`src/rtl/cnn_fifo_pkg.sv`:
```
// Shared definitions for the CNN FIFO bank and its skewed reader.
// Holds default lane geometry, reader state encoding and a width helper.
package cnn_fifo_pkg;

  localparam int unsigned DATA_SIZE  = 16;
  localparam int unsigned ARRAY_SIZE = 9;

  typedef enum logic [1:0] {
    IDLE  = 2'd0,
    RUN   = 2'd1,
    DRAIN = 2'd2,
    DONE  = 2'd3
  } state_e;

  function automatic int unsigned clog2(input int unsigned n);
    int unsigned r;
    r = 0;
    for (int unsigned i = 0; i < 32; i++) begin
      if ((64'd1 << i) < 64'(n)) r = i + 1;
    end
    return r;
  endfunction

endpackage

```
`src/rtl/skew_lane_reg.sv`:
```
// One lane of the reader's output pipeline: registers the read enable to line up
// with FIFO dataOut, then registers zero-padded data and valid for the PEs.
module skew_lane_reg #(
  parameter int unsigned data_size = 16
) (
  input  logic                 clk,
  input  logic                 reset,
  input  logic                 rd_en,
  input  logic [data_size-1:0] in_data,
  output logic [data_size-1:0] out_data,
  output logic                 out_valid
);

  logic rd_q;

  always_ff @(posedge clk or posedge reset) begin
    if (reset) begin
      rd_q      <= 1'b0;
      out_valid <= 1'b0;
      out_data  <= '0;
    end else begin
      rd_q      <= rd_en;
      out_valid <= rd_q;
      // Idle lanes present zeros so the PE array sees clean padding.
      out_data  <= rd_q ? in_data : '0;
    end
  end

endmodule

```
`src/rtl/fifo_skew_reader.sv`:
```
// Reads the FIFO bank with a diagonal skew (lane i starts i steps after lane 0),
// stalling all lanes together whenever any active lane is empty.
module fifo_skew_reader
  import cnn_fifo_pkg::*;
#(
  parameter int unsigned data_size  = DATA_SIZE,
  parameter int unsigned array_size = ARRAY_SIZE,
  parameter int unsigned len_width  = 12
) (
  input  logic                            clk,
  input  logic                            reset,
  input  logic                            start,
  input  logic [len_width-1:0]            length,
  input  logic [array_size-1:0]           empty,
  output logic [array_size-1:0]           r_en,
  input  logic [data_size*array_size-1:0] in_bus,
  output logic [data_size*array_size-1:0] out_bus,
  output logic [array_size-1:0]           out_valid,
  output logic                            busy,
  output logic                            done
);

  localparam int unsigned step_w = len_width + clog2(array_size);

  state_e               state_q, state_d;
  logic [step_w-1:0]    step_q, step_d;
  logic [len_width-1:0] len_q, len_d;
  logic                 drain_q, drain_d;

  logic [step_w-1:0]     last_step;
  logic [array_size-1:0] active;
  logic                  stall;

  // step_w leaves headroom so i + len_q never wraps.
  always_comb begin
    for (int unsigned i = 0; i < array_size; i++) begin
      active[i] = (step_q >= step_w'(i)) && (step_q < step_w'(i) + step_w'(len_q));
    end
  end

  assign last_step = step_w'(len_q) + step_w'(array_size) - step_w'(2);
  assign stall     = |(active & empty);
  assign r_en      = ((state_q == RUN) && !stall) ? active : '0;
  assign busy      = (state_q != IDLE) && (state_q != DONE);
  assign done      = (state_q == DONE);

  always_comb begin
    state_d = state_q;
    step_d  = step_q;
    len_d   = len_q;
    drain_d = drain_q;
    case (state_q)
      IDLE: begin
        if (start) begin
          if (length != '0) begin
            state_d = RUN;
            len_d   = length;
            step_d  = '0;
          end else begin
            state_d = DONE;
          end
        end
      end
      RUN: begin
        if (!stall) begin
          if (step_q == last_step) begin
            state_d = DRAIN;
            drain_d = 1'b0;
          end else begin
            step_d = step_q + step_w'(1);
          end
        end
      end
      // Two cycles: FIFO read latency, then the lane output register.
      DRAIN: begin
        if (drain_q) state_d = DONE;
        else         drain_d = 1'b1;
      end
      DONE:    state_d = IDLE;
      default: state_d = IDLE;
    endcase
  end

  always_ff @(posedge clk or posedge reset) begin
    if (reset) begin
      state_q <= IDLE;
      step_q  <= '0;
      len_q   <= '0;
      drain_q <= 1'b0;
    end else begin
      state_q <= state_d;
      step_q  <= step_d;
      len_q   <= len_d;
      drain_q <= drain_d;
    end
  end

  for (genvar g = 0; g < array_size; g++) begin : g_lane
    skew_lane_reg #(
      .data_size(data_size)
    ) u_lane (
      .clk      (clk),
      .reset    (reset),
      .rd_en    (r_en[g]),
      .in_data  (in_bus[g*data_size +: data_size]),
      .out_data (out_bus[g*data_size +: data_size]),
      .out_valid(out_valid[g])
    );
  end

endmodule

```
`config.mk`:
```
export PLATFORM = sky130hd
export DESIGN_NAME = fifo_skew_reader
export DESIGN_NICKNAME = d
export VERILOG_FILES = /design/src/rtl/cnn_fifo_pkg.sv /design/src/rtl/skew_lane_reg.sv /design/src/rtl/fifo_skew_reader.sv
export SDC_FILE = /design/constraint.sdc
export NUM_CORES = 1
export LEC_CHECK = 0
export CELL_PAD_IN_SITES_DETAIL_PLACEMENT = 1
export CELL_PAD_IN_SITES_GLOBAL_PLACEMENT = 2
export CORE_ASPECT_RATIO = 0.8
export CORE_MARGIN = 3
export CORE_UTILIZATION = 39
export CTS_BUF_LIST = sky130_fd_sc_hd__clkbuf_16
export CTS_CLUSTER_SIZE = 25
export DETAILED_ROUTE_END_ITERATION = 16
export DONT_BUFFER_PORTS = 1
export PLACE_DENSITY = 0.86
export SLEW_MARGIN = 20
export SYNTH_ARGS = -nofsm -noshare
export SYNTH_HDL_FRONTEND = slang
export SYNTH_SLANG_ARGS = --single-unit
```
`constraint.sdc`:
```
create_clock -name clk -period 7.9 [get_ports clk]
set_input_delay 1.185 -clock clk [delete_from_list [all_inputs] [get_ports clk]]
set_output_delay 1.185 -clock clk [all_outputs]
set_load 0.02 [all_outputs]
```
# == After elaboration in Yosys (flattened, before gate mapping) ==
# Cells that the tools add are included.
# word_totals
register_bits,193
in_bits,168
output_inout_bits,164
# classes
n_addsub,11
order_cmp,18
eq_ne,11
n_mux,24
n_bitwise,1
n_reduce_logical,22
# op_table
operator,count
$mux 16,13
$lt 16x13->1,8
$ge 16x3->1 const B,4
$add 3x12->13 const A,4
$ge 16x1->1 const B,2
$ge 16x2->1 const B,2
$pmux 16 s2,1
$add 2x12->13 const A,2
$add 16x1->16 const B,1
$eq 16x16->1,1
$ge 16x4->1 const B,1
$lt 16x12->1,1
$sub 13x2->14 const B,1
$add 1x12->13 const A,1
$add 12x4->13 const B,1
$add 4x12->13 const A,1
$ne 2x2->1 const B,6
$reduce_bool 12->1,1
$logic_and 1x1->1,11
$mux 2,5
$and 9x9->9,1
$mux 9,1
$reduce_or 9->1,1
$pmux 2 s4,1
other kinds (11),16

# == Longest topological paths before layout ==
# Gate-level depths: netlist of run 1.
# depth
ltp_word,8
mapped_depth,19
ltp_nobuf,17

# == Cells and area by module ==
# Synthesis of run 1 repeated with hierarchy kept, for this count alone.
# hier_totals
cells_unflattened,1014
area_unflattened_um2,10647.7
# modules_own_cells
mod,n_inst,cells_each,area_per_inst_um2
fifo_skew_reader,1,690,5422.7
skew_lane_reg,9,36,580.6

# == Worst setup path after synthesis of run 1 ==
# OpenSTA, ideal clock, no wires.
# synth_timing
path_type,reg-to-output
start,register len_q[3]
end,output port r_en[4]
arrival_time_ns,4.055
required_ns,6.715
path_slack_ns,2.660
stages_incl_launch_ff,19
n_path_buf,2
cell_sequence,dfrtp_1 -> ha_1 -> clkbuf_1 -> nand3_1 -> nor3_1 -> nand3_1 -> nor2_1 -> xnor2_1 -> ha_1 -> nand3_1 -> nor4_4 -> a21boi_2 -> nor3_1 -> a221oi_2 -> nand4_2 -> nor2_1 -> nand3_1 -> nor4_1 -> buf_4
# synth_via
elab_chain_len,8
# synth_rtl
item,line,text
"start, declared",fifo_skew_reader.sv:27,"logic [len_width-1:0] len_q, len_d;"
"start signal, assigned",fifo_skew_reader.sv:93,len_q <= len_d;
"$add 1x12->13, or another cell as far along",fifo_skew_reader.sv:37,active[i] = (step_q >= step_w'(i)) && (step_q < step_w'(i) + step_w'(len_q));
$lt 16x13->1,fifo_skew_reader.sv:37,
$logic_and 1x1->1,fifo_skew_reader.sv:37,
$and 9x9->9,fifo_skew_reader.sv:42,assign stall = |(active & empty);
$reduce_or 9->1,fifo_skew_reader.sv:42,
$logic_not 1->1,n/a,
$logic_and 1x1->1,fifo_skew_reader.sv:43,assign r_en = ((state_q == RUN) && !stall) ? active : '0;
$mux 9 (*),fifo_skew_reader.sv:43,
"end, declared",fifo_skew_reader.sv:15,"output logic [array_size-1:0] r_en,"
# Every way passes the cells marked *; elsewhere a longest branch is shown, timed or not.

# == Worst setup path after layout of run 1 ==
# layout_timing
start,register len_q[3]
end,output port r_en[7]
# The elaborated chain is that of the path after synthesis.

==> summary.txt, run 1 <==
Synth
  • Yosys warnings: 0
  • Asr flop ratio synth: 100%
  • Post-synth cell types: 63
  • Top cells by area, synth: dfrtp_1 (46%), ha_1 (14%), and2_1 (8.8%), xnor2_1 (5.6%), nand2_1 (2.1%)
  • Post-synth EDFFs: 0
  • Avg Inst Size Synth: 10.5 sq um
  • Synth Instances: 1009
  • FF+latch count, synth: 193
  • Cell Area, Synth: 0.0106 sq mm
  • Yosys top cell area share: 45.7%
  • Seq/Total Area, Yosys: 45.7%
  • Most used DFF post-synth: dfrtp_1
  • Dominant cell type by area after synthesis: dfrtp_1
  • Post-Syn Nets: 1299

Clock network
  • Post-CTS sizing: 0
  • Clk sinks: 193
  • Worst-path clk slew: 0.08 ns
  • Root Driver: clkbuf_16
  • Total CTS buffers: 17
  • CTS Buffer Depth: 2
  • CTS tree: yes
  • CTS Hold Bufs: 0
  • Setup Fix Bufs, Post-CTS: 0
  • H-tree depth: 4
  • Worst-Skew Late Latency: 0.45 ns

Timing
  • # setup viols final: 0
  • Final setup TNS: 0 ns
  • Fin crit share: 87.4%
  • Slew Limit Fails: 0
  • Worst slew pin tran: 0.969 ns
  • F_max: 145 MHz
  • Max_slew headroom: 35.4%
  • Post-layout min period: 6.90 ns
  • Fin. Hold Viols: 0
  • RSZ-0062 raised after global routing: no
  • Setup Skew: 0.0100 ns

Critical path
  • Worst EP required: 6.71 ns
  • Data arrival time of the worst path: 5.72 ns
  • Worst r2r dst: step_q[1]$_DFFE_PP0P_
  • WS Path Type: register to output port
  • Startpoint types: register
  • Critical path fanouts, max: 10
  • Critical Path, Cell by Cell: ha_1 > nand3_1 > nor3_1 > nand3_1 > nor2_1 > xnor2_1 > ha_1 > and3_1 > nand4_1 > or2_2 > o2111a_1 > a221oi_2 > nand4_2 > nor2_1 > nand3_1 > nor4_1 > buf_4
  • Setup crit end kind: output port
  • Slowest stage cell, crit path: dfrtp_1
  • R2r setup slk: 2.40 ns
  • Reg-to-Reg Start: len_q[3]$_DFFE_PP0P_
  • Most used cell, CP: nand3_1
  • Max incr delay on CP: 0.59 ns
  • Reg2Reg Depth: 16

Global routing
  • Antenna violations before repair: 6
  • First-pass GRT wire length: 53600 um
  • Pin count of the biggest net entering global routing: 142
  • Gr ovfl total: 0
  • GRT Overall Usage: 24.8%
  • Vias in the first global route: 8097

Drt
  • Via/cell ratio: 5.74
  • Residual DRC count: 0
  • Total iterations of the first detailed-routing run: 5
  • Routed wire length per instance: 26.6 um
  • DRT Wirelength: 36200 um
  • Remaining antenna violation count after routing: 0
  • DR vias: 7831
  • DRT iter0 DRCs: 569

Die
  • Placement row count: 53
  • Initial core utilization: 40.0%
  • Num ports: 332
  • DIE WIDTH: 190 um
  • Die H: 153 um
  • Core Area: 0.0265 sq mm
  • Die area: 0.0291 sq mm

Worst hold path
  • Hold_sp: drain_q$_DFFE_PP0P_
  • Worst hold stages: 2
  • Hold Path Class: register to register
  • Hold Path End: drain_q$_DFFE_PP0P_

Finish
  • Layout cell share with drive strength beyond 1: 5.79%
  • Synthesis-to-finish area growth: 8.35%
  • Fin nets: 1279
  • Most frequent cells in the layout: dfrtp_1 (193), and2_1 (148), ha_1 (122)
  • Layout fillers: 2878
  • Final std cells w/o fill: 1364
  • Most common library cell in the layout ignoring fill and taps: dfrtp_1

Power
  • Maximum vdd drop: 0.262 mV
  • Pwr dens: 322 mW/mm^2
  • Total power: 3.68 mW
  • Leakage: 5.56 nW

Placed design
  • Routability congestion estimate: 0.946
  • Port buffer count: 0
  • Placed insts: 1327
  • Dpl hpwl: 28600 um

Job
  • Max Cap Viol: 0

Run status
  • Outcome: finished clean
[cells by family (layout without fill, tap and decap cells)]
kind of cell             after synthesis  after routing  share of synthesized area [%]
AND/OR/NAND/NOR                      372            372                           19.7
flip-flops                           193            193                           45.7
AO/OA/AOI/OAI                        156            156                           9.97
adder cells (fa/ha/maj)              122            122                           14.4
buffers and inverters                 92             85                           4.06
XOR/XNOR                              71             71                           5.88
multiplexers                           3              3                          0.296
other                                  0              5                              0
[worst max-delay path, delay by kind of cell (launching register included)]
family	cells	cell delay, ns
buffers and inverters	1	0.23
and+or+nand+nor	11	3.13
AOI/OAI and AO/OA	2	0.50
adders and majority gates	2	0.74
xor gates and xnor gates	1	0.09
DFF	1	0.59
[worst max path at each step]
stage	from	to	slack (ns)
3_3_place_gp	len_q[3]$_DFFE_PP0P_	r_en[7]	1.81
6_report	len_q[3]$_DFFE_PP0P_	r_en[7]	1.0
4_1_cts	len_q[3]$_DFFE_PP0P_	r_en[7]	1.09
3_5_place_dp	len_q[3]$_DFFE_PP0P_	r_en[7]	1.58
2_1_floorplan	reset	drain_q$_DFFE_PP0P_	1.46
5_1_grt	len_q[3]$_DFFE_PP0P_	r_en[7]	0.71
[layer usage]
layer	GRT usage, %	share of wire (%)	vias to the layer above
li1	-	-	3437
met1	33.0	43	3991
met2	39.5	46	339
met3	6.49	8.0	60
met4	8.02	2.9	4
met5	0	0.063	-
[sequential cells by signal (all words and copies together) (netlist names)]
register	count
step_q	16
len_q	12
g_lane.u_lane.out_data	144
g_lane.u_lane.rd_q	9
drain_q	1
state_q	2
g_lane.u_lane.out_valid	9
[power by group]
group | total [mW] | switching [mW] | internal [mW]
clock network | 0.884 | 0.452 | 0.432
logic | 1.53 | 0.952 | 0.574
registers | 1.27 | 0.219 | 1.06
total | 3.68 | 1.62 | 2.06
[through the flow]
step	util, %	area [sq um]	hold slack, ns	worst slack [ns]
after floorplan	-	10600	0.425	1.46
after global placement	41.0	10800	0.503	1.81
after detailed placement	41.0	10800	0.525	1.58
after CTS	43.3	11400	0.549	1.09
after global routing	43.3	11400	0.581	0.706
final	43.3	11500	0.546	0.998
[synthesized netlist by cell type, types with 4 or more instances]
| cell | n |
|---|---|
| nor4_1 | 8 |
| nand2_1 | 59 |
| o22a_1 | 5 |
| and2_1 | 148 |
| nand4_1 | 15 |
| ha_1 | 122 |
| and4_1 | 5 |
| clkbuf_1 | 28 |
| nand3_1 | 28 |
| a21o_1 | 20 |
| o31ai_1 | 5 |
| a221oi_1 | 4 |
| inv_1 | 37 |
| nor2_1 | 46 |
| a211o_1 | 6 |
| o21ai_0 | 29 |
| a31oi_1 | 12 |
| buf_4 | 18 |
| nor3_1 | 21 |
| and3_1 | 12 |
| a21oi_1 | 37 |
| a211oi_1 | 6 |
| dfrtp_1 | 193 |
| nor2b_1 | 10 |
| xnor2_1 | 68 |
| o211ai_1 | 5 |
[area by class of cell]
class	count	area (sq um)	share of cell area (%)
multi-input combinational	724	5320	46.4
sequential	193	4830	42.1
tap	357	447	3.90
clock buffer	17	425	3.71
clock inverter	15	180	1.57
inverter	42	165	1.44
timing repair buffer	11	82.6	0.721
antenna	5	12.5	0.109
(Power assumes the default switching activity.)
==> inputs of run 2 (changes only) <==
CAP_MARGIN = 20   (was default)
==> results of run 2 <==
The final DEF is identical to that of run 1; final timing and power are the same.
==> inputs of run 3 (changes only) <==
HOLD_SLACK_MARGIN = 0.12   (was default)
==> results of run 3 <==
The final DEF is identical to that of run 1; final timing and power are the same.
